## src/rtl/key_event_decoder.sv

```systemverilog
// Key event decoder: classifies debounced key presses as short, double or long.
// Define KEY_LONG_PRESS_EN to enable the LONG state and long_pulse.
module key_event_decoder #(
  parameter logic [25:0] LONG_MAX = 26'd50_000_000,
  parameter logic [25:0] DBL_MAX  = 26'd15_000_000
) (
  input  logic       sys_clk,
  input  logic       sys_rst,
  input  logic       key_flag,
  input  logic       key_in,
  output logic       short_pulse,
  output logic       double_pulse,
  output logic       long_pulse,
  output logic       busy,
  output logic [7:0] evt_cnt
);

  localparam logic [25:0] LONG_LAST = LONG_MAX - 26'd1;
  localparam logic [25:0] DBL_LAST  = DBL_MAX - 26'd1;

`ifdef KEY_LONG_PRESS_EN
  typedef enum logic [2:0] {IDLE, PRESS1, WAIT2, PRESS2, LONG} state_t;
`else
  typedef enum logic [2:0] {IDLE, PRESS1, WAIT2, PRESS2} state_t;
`endif

  state_t      state, state_nxt;
  logic [25:0] cnt, cnt_nxt;
  logic        short_nxt, double_nxt, event_nxt;
`ifdef KEY_LONG_PRESS_EN
  logic        long_nxt;
`endif

  always_comb begin
    // NOTE: every signal gets a default before the case, so no path can infer a latch.
    state_nxt  = state;
    cnt_nxt    = cnt;
    short_nxt  = 1'b0;
    double_nxt = 1'b0;
`ifdef KEY_LONG_PRESS_EN
    long_nxt   = 1'b0;
`endif
    case (state)
      IDLE: begin
        cnt_nxt = '0;
        if (key_flag) state_nxt = PRESS1;
      end
      PRESS1: begin
        if (key_in) begin
          state_nxt = WAIT2;
          cnt_nxt   = '0;
        end
`ifdef KEY_LONG_PRESS_EN
        else if (cnt == LONG_LAST) begin
          state_nxt = LONG;
          cnt_nxt   = '0;
          long_nxt  = 1'b1;
        end else begin
          cnt_nxt = cnt + 26'd1;
        end
`else
        // Without long-press support the hold is unbounded; cnt just saturates.
        else if (cnt < LONG_LAST) begin
          cnt_nxt = cnt + 26'd1;
        end
`endif
      end
      WAIT2: begin
        // A second press on the timeout edge still counts as a double press.
        if (key_flag) begin
          state_nxt  = PRESS2;
          cnt_nxt    = '0;
          double_nxt = 1'b1;
        end else if (cnt == DBL_LAST) begin
          state_nxt = IDLE;
          cnt_nxt   = '0;
          short_nxt = 1'b1;
        end else begin
          cnt_nxt = cnt + 26'd1;
        end
      end
      PRESS2: begin
        if (key_in) state_nxt = IDLE;
      end
`ifdef KEY_LONG_PRESS_EN
      LONG: begin
        if (key_in) state_nxt = IDLE;
      end
`endif
      default: begin
        state_nxt = IDLE;
        cnt_nxt   = '0;
      end
    endcase
`ifdef KEY_LONG_PRESS_EN
    event_nxt = short_nxt | double_nxt | long_nxt;
`else
    event_nxt = short_nxt | double_nxt;
`endif
  end

  // NOTE: sequential state uses non-blocking assignments so all registers update together.
  always_ff @(posedge sys_clk) begin
    if (sys_rst) begin
      state        <= IDLE;
      cnt          <= '0;
      short_pulse  <= 1'b0;
      double_pulse <= 1'b0;
      busy         <= 1'b0;
      evt_cnt      <= 8'h00;
    end else begin
      state        <= state_nxt;
      cnt          <= cnt_nxt;
      short_pulse  <= short_nxt;
      double_pulse <= double_nxt;
      busy         <= (state_nxt != IDLE);
      if (event_nxt) evt_cnt <= evt_cnt + 8'd1;
    end
  end

`ifdef KEY_LONG_PRESS_EN
  always_ff @(posedge sys_clk) begin
    if (sys_rst) long_pulse <= 1'b0;
    else         long_pulse <= long_nxt;
  end
`else
  assign long_pulse = 1'b0;
`endif

endmodule

```

## config.mk

```make
export PLATFORM = sky130hd
export DESIGN_NAME = key_event_decoder
export DESIGN_NICKNAME = d
export VERILOG_FILES = /design/src/rtl/key_event_decoder.sv
export SDC_FILE = /design/constraint.sdc
export NUM_CORES = 1
export LEC_CHECK = 0
export BUFFER_PORTS_ARGS = -buffer_cell sky130_fd_sc_hd__buf_2
export CAP_MARGIN = 0
export CORE_UTILIZATION = 54
export DETAILED_ROUTE_END_ITERATION = 8
export GPL_ROUTABILITY_DRIVEN = 0
export HOLD_SLACK_MARGIN = 0.03
export PLACE_DENSITY = 0.85
export SKIP_CTS_REPAIR_TIMING = 1
export SLEW_MARGIN = 15
export SYNTH_ARGS = -nofsm -noshare
export SYNTH_HDL_FRONTEND = slang
export SYNTH_SLANG_ARGS = --single-unit
export TNS_END_PERCENT = 5
```

## constraint.sdc

```tcl
create_clock -name sys_clk -period 2.45 [get_ports sys_clk]
set_input_delay 0.245 -clock sys_clk [delete_from_list [all_inputs] [get_ports sys_clk]]
set_output_delay 0.245 -clock sys_clk [all_outputs]
set_load 0.05 [all_outputs]
```

==> flow_metrics.py, run 1 <==
metrics = {
    "routing": {
        "drc_errors": 0,
        "avgRoutedWirePerCell_um": 16.7,
        "wl_met1_mm": 2.70,
        "maxUsedRoutingLayer": "met4",
        "drtIter0Drc": 391,
        "dr_wl_met3_um": 425,
        "num_vias": 2406,
        "avgViaCountPerCell": 6.54,
        "ant_nets": 0,
        "detail_route.first_pass.iterations": 5,
        "wirelength_mm": 6.16,
        "wl_met2_mm": 3.00,
    },
    "global_route": {
        "globalRouteOverflowTotal": 0,
        "antenna_found_initial": 0,
        "grt_pass1_vias": 2184,
        "grt_max_degree": 35,
        "grt.total_usage": 0.286,
        "grt_pass1_wl_mm": 10.1,
    },
    "floorplan": {
        "rows": 23,
        "initial_utilization": 0.580,
        "io_pins": 16,
        "fp.coreArea_um2": 4120,
        "dieArea_um2": 4690,
        "die_w_um": 68.5,
        "die_y_um": 68.5,
    },
    "finish": {
        "diodes": 0,
        "drive_gt1_frac": 0.173,
        "final_common_cell": "dfxtp_1",
        "fin_cells": 368,
        "nNetsFinal": 323,
        "layout_common_cells": "39 x dfxtp_1, 33 x nand2_1, 24 x nand3_1, 24 x nor2_1, 21 x buf_4",
        "fill_cells": 329,
        "syn_to_final_growth_pct": 12.5,
    },
    "setup_path": {
        "critical_path_class": "flip-flop to flip-flop",
        "cp_data_arrival_time_ns": 2.49,
        "crit_buf_inv": 0,
        "cp.required_ns": 2.62,
        "endpoint_kind": "flip-flop",
        "crit_chain": "nand4_1 > or4_1 > or3_1 > and3_1 > a32oi_1 > o41ai_1",
        "critical_path.top_delay_family": "simple AND/OR/NAND/NOR gates",
        "cp_max_fo": 8,
        "worst_path_largest_cell_delay_ns": 0.65,
        "crit_slowest_cell": "or4_1",
        "worstSetupStartpointType": "flip-flop",
    },
    "pwr": {
        "switching_share": 0.232,
        "netSwitchingPower_uw": 292,
        "power_frac_comb": 0.047,
        "clock_power_share": 0.433,
        "seqPwrFrac": 0.520,
        "p_int_uw": 969,
        "p_leak_uw": 0.000930,
        "ir_drop_mv": 0.310,
        "power_density_nw_per_um2": 469,
    },
    "clock_tree": {
        "cts_sinks": 40,
        "clk_pin_slew_ns": 0.09,
        "cts_buffer_depth": 2,
        "clk_latency_ns": 0.31,
        "htreeDepth": 2,
        "cts_buffers": 5,
        "root_buffer": "clkbuf_8",
        "cts_tree": "yes",
    },
    "placement": {
        "dpl.hpwl_mm": 4.17,
        "io_buffers": 14,
        "placed_cells": 360,
    },
    "job": {
        "maxCapViolCount": 0,
    },
    "min_path": {
        "min_path_type": "input pin to flip-flop",
    },
    "outcome": {
        "outcome": "completed",
    },
    "timing": {
        "finalSetupTns_ns": 0,
        "slew_headroom": 0.662,
        "tightest_slew_ns": 0.508,
        "fin_crit_sh": 0.950,
        "hold_violations": 0,
        "fin_crit_ns": 2.33,
        "skew_ns": 0.0149,
        "rsz0062_at_grt": "no",
        "fmax_mhz": 430,
        "slew_violations": 0,
        "finalSetupViolCount": 0,
    },
    "yosys": {
        "syn_inst": 298,
        "synth_cell_types": 52,
        "ys_ff_latch": 40,
        "dominantRegCellSynth": "dfxtp_1",
        "syn_avg_cell_area_um2": 8.01,
        "synth_edf_count": 0,
        "async_flop_share": 0,
        "yosysWarnings": 0,
        "synth.cell_area_um2": 2390,
        "ys_seq_area_frac": 0.335,
    },
}
==> metal layers <==
metal,vias up,GRT usage
met5,-,0
met4,0,0.107
met3,5,0.0757
met2,110,0.451
met1,1129,0.370
li1,1162,-
==> cell type report <==
type | count | area, um2 | share of cell area
Sequential cell | 40 | 802 | 0.299
Inverter | 10 | 37.5 | 0.0140
Multi-Input combinational cell | 225 | 1440 | 0.538
Clock inverter | 3 | 42.5 | 0.0158
Tap cell | 50 | 62.6 | 0.0233
Timing Repair Buffer | 35 | 228 | 0.0848
Clock buffer | 5 | 68.8 | 0.0256
==> worst register-to-register path, cell delays in order, from the launching register on <==
cell and delay [ns]:
dfxtp_1 0.51, nand4_1 0.18, or4_1 0.65, or3_1 0.41, and3_1 0.20, a32oi_1 0.15
o41ai_1 0.09
==> state kept, by name, summed over array words and instances (netlist names) <==
signal	flops
double_pulse	1
cnt	26
state	3
busy	1
short_pulse	1
evt_cnt	8
==> cells in the mapped netlist, drive strengths merged, types with 3 or more instances <==
master | instances | area, um2
a2bb2oi | 4 | 35.0
nand4b | 3 | 26.3
and4 | 3 | 26.3
xnor2 | 7 | 61.3
clkbuf | 16 | 60.1
o41ai | 12 | 105
inv | 10 | 37.5
a41oi | 6 | 71.3
nor3b | 3 | 22.5
or4 | 4 | 33.8
o211ai | 5 | 37.5
a32oi | 8 | 70.1
a31oi | 3 | 18.8
nor2 | 24 | 90.1
nand4 | 6 | 37.5
and3 | 10 | 62.6
buf | 8 | 62.6
dfxtp | 40 | 801
a21oi | 12 | 60.1
nor3 | 11 | 55.1
nand3 | 24 | 120
o21ai | 9 | 45.0
nand2 | 34 | 130
nor4 | 9 | 92.6
==> through the flow <==
stage	instance area, um2	worst slack, ns	util	hold WS [ns]	total power, uW
floorplan	2390	0.134	-	0.322	713
global placement	2560	0.145	0.622	0.495	727
detailed placement	2560	0.0724	0.622	0.515	728
CTS	2670	0.0656	0.649	0.214	1260
global route	2690	0.0157	0.652	0.227	1300
finish	2690	0.123	0.652	0.209	1260
==> power groups by stage <==
stage	Sequential, uW	Combinational, uW	Clock, uW
detailed placement	671	57.2	0
floorplan	674	38.6	0
global route	656	63.6	576
finish	656	59.2	546
global placement	671	56.4	0
CTS	656	57.5	547
==> cell families (layout without fill, tap and decap cells) <==
logic type / count (synthesis) / count (layout) / synth area share
AND/OR/NAND/NOR: 141 / 141 / 0.321
AO/OA/AOI/OAI: 71 / 71 / 0.231
flip-flops: 40 / 40 / 0.335
buffers and inverters: 34 / 53 / 0.0671
XOR/XNOR: 8 / 8 / 0.0294
adder cells (fa/ha/maj): 2 / 2 / 0.0105
other: 1 / 2 / 0.00157
multiplexers: 1 / 1 / 0.00472
==> worst paths after layout <==
path | from | endpoint | cells after the start | slack, ns
setup reg to reg | cnt[8] | cnt[19] | 6 | 0.12
setup / recovery | cnt[8] | cnt[19] | 6 | 0.12
hold / removal | key_flag | short_pulse | 2 | 0.21
hold reg to reg | cnt[10] | cnt[10] | 2 | 0.53
No activity file was read; power rests on OpenSTA's default activity.
==> inputs of run 2 (changes only) <==
--- a/config.mk
+++ b/config.mk
@@ -7,9 +7,11 @@
 export LEC_CHECK = 0
+export ABC_AREA = 1
 export BUFFER_PORTS_ARGS = -buffer_cell sky130_fd_sc_hd__buf_2
 export CAP_MARGIN = 0
-export CORE_UTILIZATION = 54
+export CORE_UTILIZATION = 55
 export DETAILED_ROUTE_END_ITERATION = 8
 export GPL_ROUTABILITY_DRIVEN = 0
+export GPL_TIMING_DRIVEN = 0
 export HOLD_SLACK_MARGIN = 0.03
-export PLACE_DENSITY = 0.85
+export PLACE_DENSITY = 0.86
 export SKIP_CTS_REPAIR_TIMING = 1
==> constraint.sdc (replaced) <==
create_clock -name sys_clk -period 2.45 [get_ports sys_clk]
set_input_delay 0.1225 -clock sys_clk [delete_from_list [all_inputs] [get_ports sys_clk]]
set_output_delay 0.1225 -clock sys_clk [all_outputs]
set_load 0.05 [all_outputs]
==> run 2 against run 1 <==
Effect of this change:
- count of clock-buffer cells in the layout is 1 higher
- combinational power down 19%
- final cell count up 53%
- sequential power about the same
- clock power up 8.1%
- synthesized cell count grew 59%
- global-route usage is 0.92 points higher
- critical endpoint is now cnt[9]
==> flow_metrics.py, run 2 <==
metrics = {
    "outcome": {
        "outcome": "completed",
    },
    "finish": {
        "layout_common_cells": "136 x nand2_1, 82 x nor2_1, 53 x inv_1",
        "drive_gt1_frac": 0.175,
        "register_area_um2": 801,
        "diodes": 0,
        "final_common_cell": "nand2_1",
        "fin_util": 0.645,
        "nNetsFinal": 502,
        "largest-register": "cnt",
        "design_area_um2": 3130,
        "syn_to_final_growth_pct": 9.79,
        "largest_reg_flops": 26,
        "multiInputGateArea_um2": 1680,
        "fill_cells": 469,
        "reg.largest.list": "cnt x26, evt_cnt x8, state x3",
    },
    "floorplan": {
        "io_pins": 16,
        "fp.coreArea_um2": 4850,
        "initial_utilization": 0.588,
        "rows": 25,
        "die_w_um": 74.0,
        "die_y_um": 74.0,
        "dieArea_um2": 5470,
    },
    "yosys": {
        "async_flop_share": 0,
        "synth_edf_count": 0,
        "dominantRegCellSynth": "dfxtp_1",
        "ys_ff_latch": 40,
        "yosysWarnings": 0,
        "synthTopCellsByArea": "dfxtp_1 28%, nand2_1 18%, nor2_1 11%",
        "syn_inst": 474,
        "syn_avg_cell_area_um2": 6.01,
        "ys_seq_area_frac": 0.281,
        "synth.most_common_cell": "nand2_1",
        "yosys.area.top_type": "dfxtp_1",
        "synth_cell_types": 31,
        "synth_top_area_share": 0.281,
        "synth_common_cells": "136 x nand2_1, 82 x nor2_1, 53 x inv_1",
        "synth.cell_area_um2": 2850,
    },
    "setup_path": {
        "cp_max_fo": 10,
        "r2r_start": "cnt[1]",
        "r2r_cells": 13,
        "reg2reg_slack_ns": 0.55,
        "crit_start": "cnt[1]",
        "endpoint_kind": "flip-flop",
        "worstSetupStartpointType": "flip-flop",
        "cp_data_arrival_time_ns": 2.09,
        "cp.required_ns": 2.64,
        "critical_path_class": "flip-flop to flip-flop",
    },
    "pwr": {
        "clock_power_share": 0.456,
        "p_leak_uw": 0.00138,
        "netSwitchingPower_uw": 294,
        "ir_drop_mv": 0.375,
        "p_int_uw": 1000,
        "power_density_nw_per_um2": 414,
        "p_total_uw": 1290,
        "seqPwrFrac": 0.507,
        "power_frac_comb": 0.037,
        "switching_share": 0.227,
    },
    "timing": {
        "setup_slack_ns": 0.549,
        "tightest_slew_ns": 0.560,
        "fmax_mhz": 526,
        "finalSetupTns_ns": 0,
        "slew_violations": 0,
        "slew_headroom": 0.627,
        "fin_crit_sh": 0.776,
        "finalSetupViolCount": 0,
        "hold_violations": 0,
        "skew_ns": 0.0142,
        "fin_crit_ns": 1.90,
        "rsz0062_at_grt": "no",
    },
    "placement": {
        "dpl.hpwl_mm": 5.44,
        "io_buffers": 14,
        "dp_slack_ns": 0.575,
        "place_area_um2": 3010,
    },
    "routing": {
        "drc_errors": 0,
        "avgViaCountPerCell": 5.41,
        "ant_nets": 0,
        "wirelength_mm": 7.27,
        "avgRoutedWirePerCell_um": 12.9,
        "drtIter0Drc": 391,
        "detail_route.first_pass.iterations": 5,
        "num_vias": 3049,
    },
    "clock_tree": {
        "cts_buffer_depth": 2,
        "clk_pin_slew_ns": 0.09,
        "htreeDepth": 2,
        "cts_sinks": 40,
        "cts_tree": "yes",
        "root_buffer": "clkbuf_8",
        "clk_latency_ns": 0.30,
        "cts_buffers": 5,
    },
    "min_path": {
        "min_path_type": "input pin to flip-flop",
        "whs_path_depth": 5,
        "hp-start": "key_in",
    },
    "job": {
        "maxCapViolCount": 0,
    },
    "global_route": {
        "grt_pass1_vias": 2814,
        "grt_pass1_wl_mm": 12.4,
        "antenna_found_initial": 0,
        "globalRouteOverflowTotal": 0,
        "grt.total_usage": 0.295,
        "grt_max_degree": 14,
    },
}
[run 2: changes by cell type after synthesis, sizes merged, moves of 9 or more]
cell / previous run / this run
nand2: 34 / 155
and3: 10 / 1
nand3: 24 / 56
nor2: 24 / 90
inv: 10 / 64
o41ai: 12 / 0
clkbuf: 16 / 1
nor4: 9 / 0
[run 2: final timing paths]
path                                    to
worst max register to register      cnt[9]
worst min register to register  evt_cnt[0]
worst min-delay path              state[1]
worst max-delay path                cnt[9]
[run 2: worst max-delay path: stages, from the launching register on]
cell and delay [ns]:
dfxtp_1 0.38, ha_1 0.22, nand2_2 0.10, nor2_4 0.17
nand2_2 0.11, nor2_4 0.10, nand3_1 0.07, nand2_1 0.08
nand2_2 0.12, buf_6 0.18, nand2_1 0.07, nand3_1 0.08
nand2_1 0.07, nor2_1 0.04
[run 2: final cells by class]
cell class / count / share of cell area
well taps: 67 / 0.0268
multi-input cells: 355 / 0.537
plain buffers: 15 / 0.0408
inverters: 65 / 0.0780
flip-flops and latches: 40 / 0.256
repair buffers: 14 / 0.0224
clock inverters: 2 / 0.0124
clock buffers: 6 / 0.0264
[run 2: metal layers]
layer  GRT usage  wire, um
met1       0.376      3210
met2       0.489      3400
met3      0.0596       498
met4       0.115       159
met5           0         0
[run 2: per-stage QoR]
step	cells	hold slack, ns
after global routing	564	0.199
after CTS	564	0.166
after detailed placement	556	0.472
after global placement	556	0.473
final	564	0.159
after floorplan	475	0.328
[run 2: cell families after synthesis]
logic type / count (synthesis) / synth area share
adders and majority gates: 2 / 0.00878
and+or+nand+nor: 324 / 0.512
other: 1 / 0.00132
buffers and inverters: 80 / 0.130
AOI/OAI and AO/OA: 20 / 0.0452
DFF: 40 / 0.281
xor gates and xnor gates: 7 / 0.0215
[run 2: power by group through the flow]
stage / clock (uW) / sequential [uW] / combinational, uW
final: 590 / 656 / 47.9
after global routing: 618 / 656 / 52.4
after CTS: 587 / 656 / 47.7
after detailed placement: 0 / 671 / 47.6
after global placement: 0 / 671 / 46.7
after floorplan: 0 / 675 / 31.2
==> inputs of run 3 (changes only) <==
Settings changed: CORE_UTILIZATION 55 to 60, PLACE_DENSITY 0.86 to 0.89.
Clock period 2.45 ns to 1.9 ns, I/O delays scaled along.
==> run 3 against run 2 <==
Effect of this change:
- combinational power increased by 29%
- die area down 8.1%
- wire length grew 1.0%
- clock power rose by 4.1%
- global-route usage grew 0.54 points
- register-to-register slack lost 0.45 ns
- critical path type unchanged
==> flow_metrics.py, run 3 (same netlist as run 2, synthesis figures left out) <==
metrics = {
    "timing": {
        "slew_violations": 0,
        "hold_violations": 0,
        "finalSetupViolCount": 0,
        "tightest_slew_ns": 0.551,
        "skew_ns": 0.00828,
        "fin_crit_ns": 1.81,
        "setup_slack_ns": 0.0944,
        "slew_headroom": 0.633,
        "whs_ns": 0.142,
        "fin_crit_sh": 0.950,
        "fmax_mhz": 554,
    },
    "routing": {
        "ant_nets": 0,
        "num_vias": 3061,
        "drtIter0Drc": 296,
        "detail_route.first_pass.iterations": 5,
        "drc_errors": 0,
        "wirelength_mm": 7.34,
        "avgRoutedWirePerCell_um": 13.3,
        "avgViaCountPerCell": 5.57,
    },
    "floorplan": {
        "rows": 24,
        "dieArea_um2": 5030,
        "io_pins": 16,
        "initial_utilization": 0.641,
        "die_y_um": 70.9,
        "fp.coreArea_um2": 4440,
        "die_w_um": 70.9,
    },
    "pwr": {
        "switching_share": 0.242,
        "p_int_uw": 1150,
        "seqPwrFrac": 0.555,
        "p_leak_uw": 0.00137,
        "clock_power_share": 0.404,
        "netSwitchingPower_uw": 368,
        "power_frac_comb": 0.041,
        "ir_drop_mv": 0.525,
        "power_density_nw_per_um2": 486,
    },
    "setup_path": {
        "cp.depth": 13,
        "critical_path.top_delay_family": "simple AND/OR/NAND/NOR gates",
        "worstSetupStartpointType": "flip-flop",
        "r2r_cells": 13,
        "crit_chain": "ha_4 > nand2_2 > nor2_4 > nand2_2 > nor2_4 > nand3_1 > nand2_2 > nand2_4 > buf_6 > nand2_1 > nand3_2 > nand2_1 > nor2_1",
        "cp_max_fo": 10,
        "cp_common_cell": "nand2_2",
        "cp_data_arrival_time_ns": 2.01,
        "worst_path_largest_cell_delay_ns": 0.37,
        "crit_slowest_cell": "dfxtp_4",
        "cp.required_ns": 2.10,
        "endpoint_kind": "flip-flop",
        "critical_path_class": "flip-flop to flip-flop",
        "crit_buf_inv": 1,
    },
    "finish": {
        "nNetsFinal": 503,
        "register_area_um2": 808,
        "multiInputGateArea_um2": 1700,
        "layout_common_cells": "135 x nand2_1, 81 x nor2_1, 53 x inv_1",
        "drive_gt1_frac": 0.187,
        "largest-register": "cnt",
        "syn_to_final_growth_pct": 9.62,
        "diodes": 0,
        "fin_cells": 550,
        "final_common_cell": "nand2_1",
        "largest_reg_flops": 26,
        "fill_cells": 397,
        "reg.largest.list": "cnt x26, evt_cnt x8, state x3",
    },
    "global_route": {
        "grt_pass1_wl_mm": 11.9,
        "antenna_found_initial": 0,
        "globalRouteOverflowTotal": 0,
        "grt_pass1_vias": 2735,
        "grt.total_usage": 0.300,
        "grt_max_degree": 14,
    },
    "placement": {
        "dpl.hpwl_mm": 5.46,
        "placed_cells": 541,
        "io_buffers": 14,
        "dp_slack_ns": 0.0120,
    },
    "outcome": {
        "outcome": "completed",
    },
    "clock_tree": {
        "htreeDepth": 2,
        "cts_buffer_depth": 2,
        "cts_sinks": 40,
        "clk_latency_ns": 0.30,
        "root_buffer": "clkbuf_8",
        "cts_tree": "yes",
        "clk_pin_slew_ns": 0.08,
        "cts_buffers": 5,
    },
    "job": {
        "maxCapViolCount": 0,
    },
    "min_path": {
        "min_path_type": "input pin to flip-flop",
        "whs_path_depth": 5,
    },
}
==> run 3: path summary, 6_finish.rpt <==
path              startpoint          to  slack [ns]
hold / removal        key_in    state[1]        0.14
setup reg to reg      cnt[0]     cnt[15]        0.09
setup / recovery      cnt[0]     cnt[15]        0.09
hold reg to reg   evt_cnt[0]  evt_cnt[0]        0.51
==> run 3: worst register-to-register path, delay by kind of cell, from the launching register on <==
family	cells	cell delay [ns]
fa+ha+maj	1	0.15
buf+inv	1	0.16
flops	1	0.37
simple gates	11	1.03
==> run 3: final cells by class <==
cell class	instances	share of cell area
sequential	40	0.259
buffer	15	0.0409
clock inverter	2	0.00481
multi-input combinational	355	0.545
tap	52	0.0208
timing repair buffer	15	0.0248
inverter	65	0.0781
clock buffer	6	0.0264
==> run 3: power groups by stage <==
stage,clock network [uW],registers (uW),logic [uW]
2_1_floorplan,0,870,40.3
3_3_place_gp,0,865,59.8
3_5_place_dp,0,866,61.1
4_1_cts,612,846,61.1
5_1_grt,650,844,67.7
6_report,614,843,61.6
==> run 3: routing by layer <==
metal	vias to the layer above	wire length [um]	global-route usage
li1	1512	-	-
met1	1370	3090	0.357
met2	152	3440	0.512
met3	27	571	0.0684
met4	0	240	0.147
met5	-	0	0
==> run 3: metrics by stage <==
| step | TNS, ns | util | power [uW] | area, um2 |
|---|---|---|---|---|
| 2_1_floorplan | 0 | - | 911 | 2850 |
| 3_3_place_gp | 0 | 0.672 | 925 | 2990 |
| 3_5_place_dp | 0 | 0.672 | 927 | 2990 |
| 4_1_cts | -0.00341 | 0.694 | 1520 | 3090 |
| 5_1_grt | -0.0137 | 0.703 | 1560 | 3120 |
| 6_report | 0 | 0.703 | 1520 | 3120 |
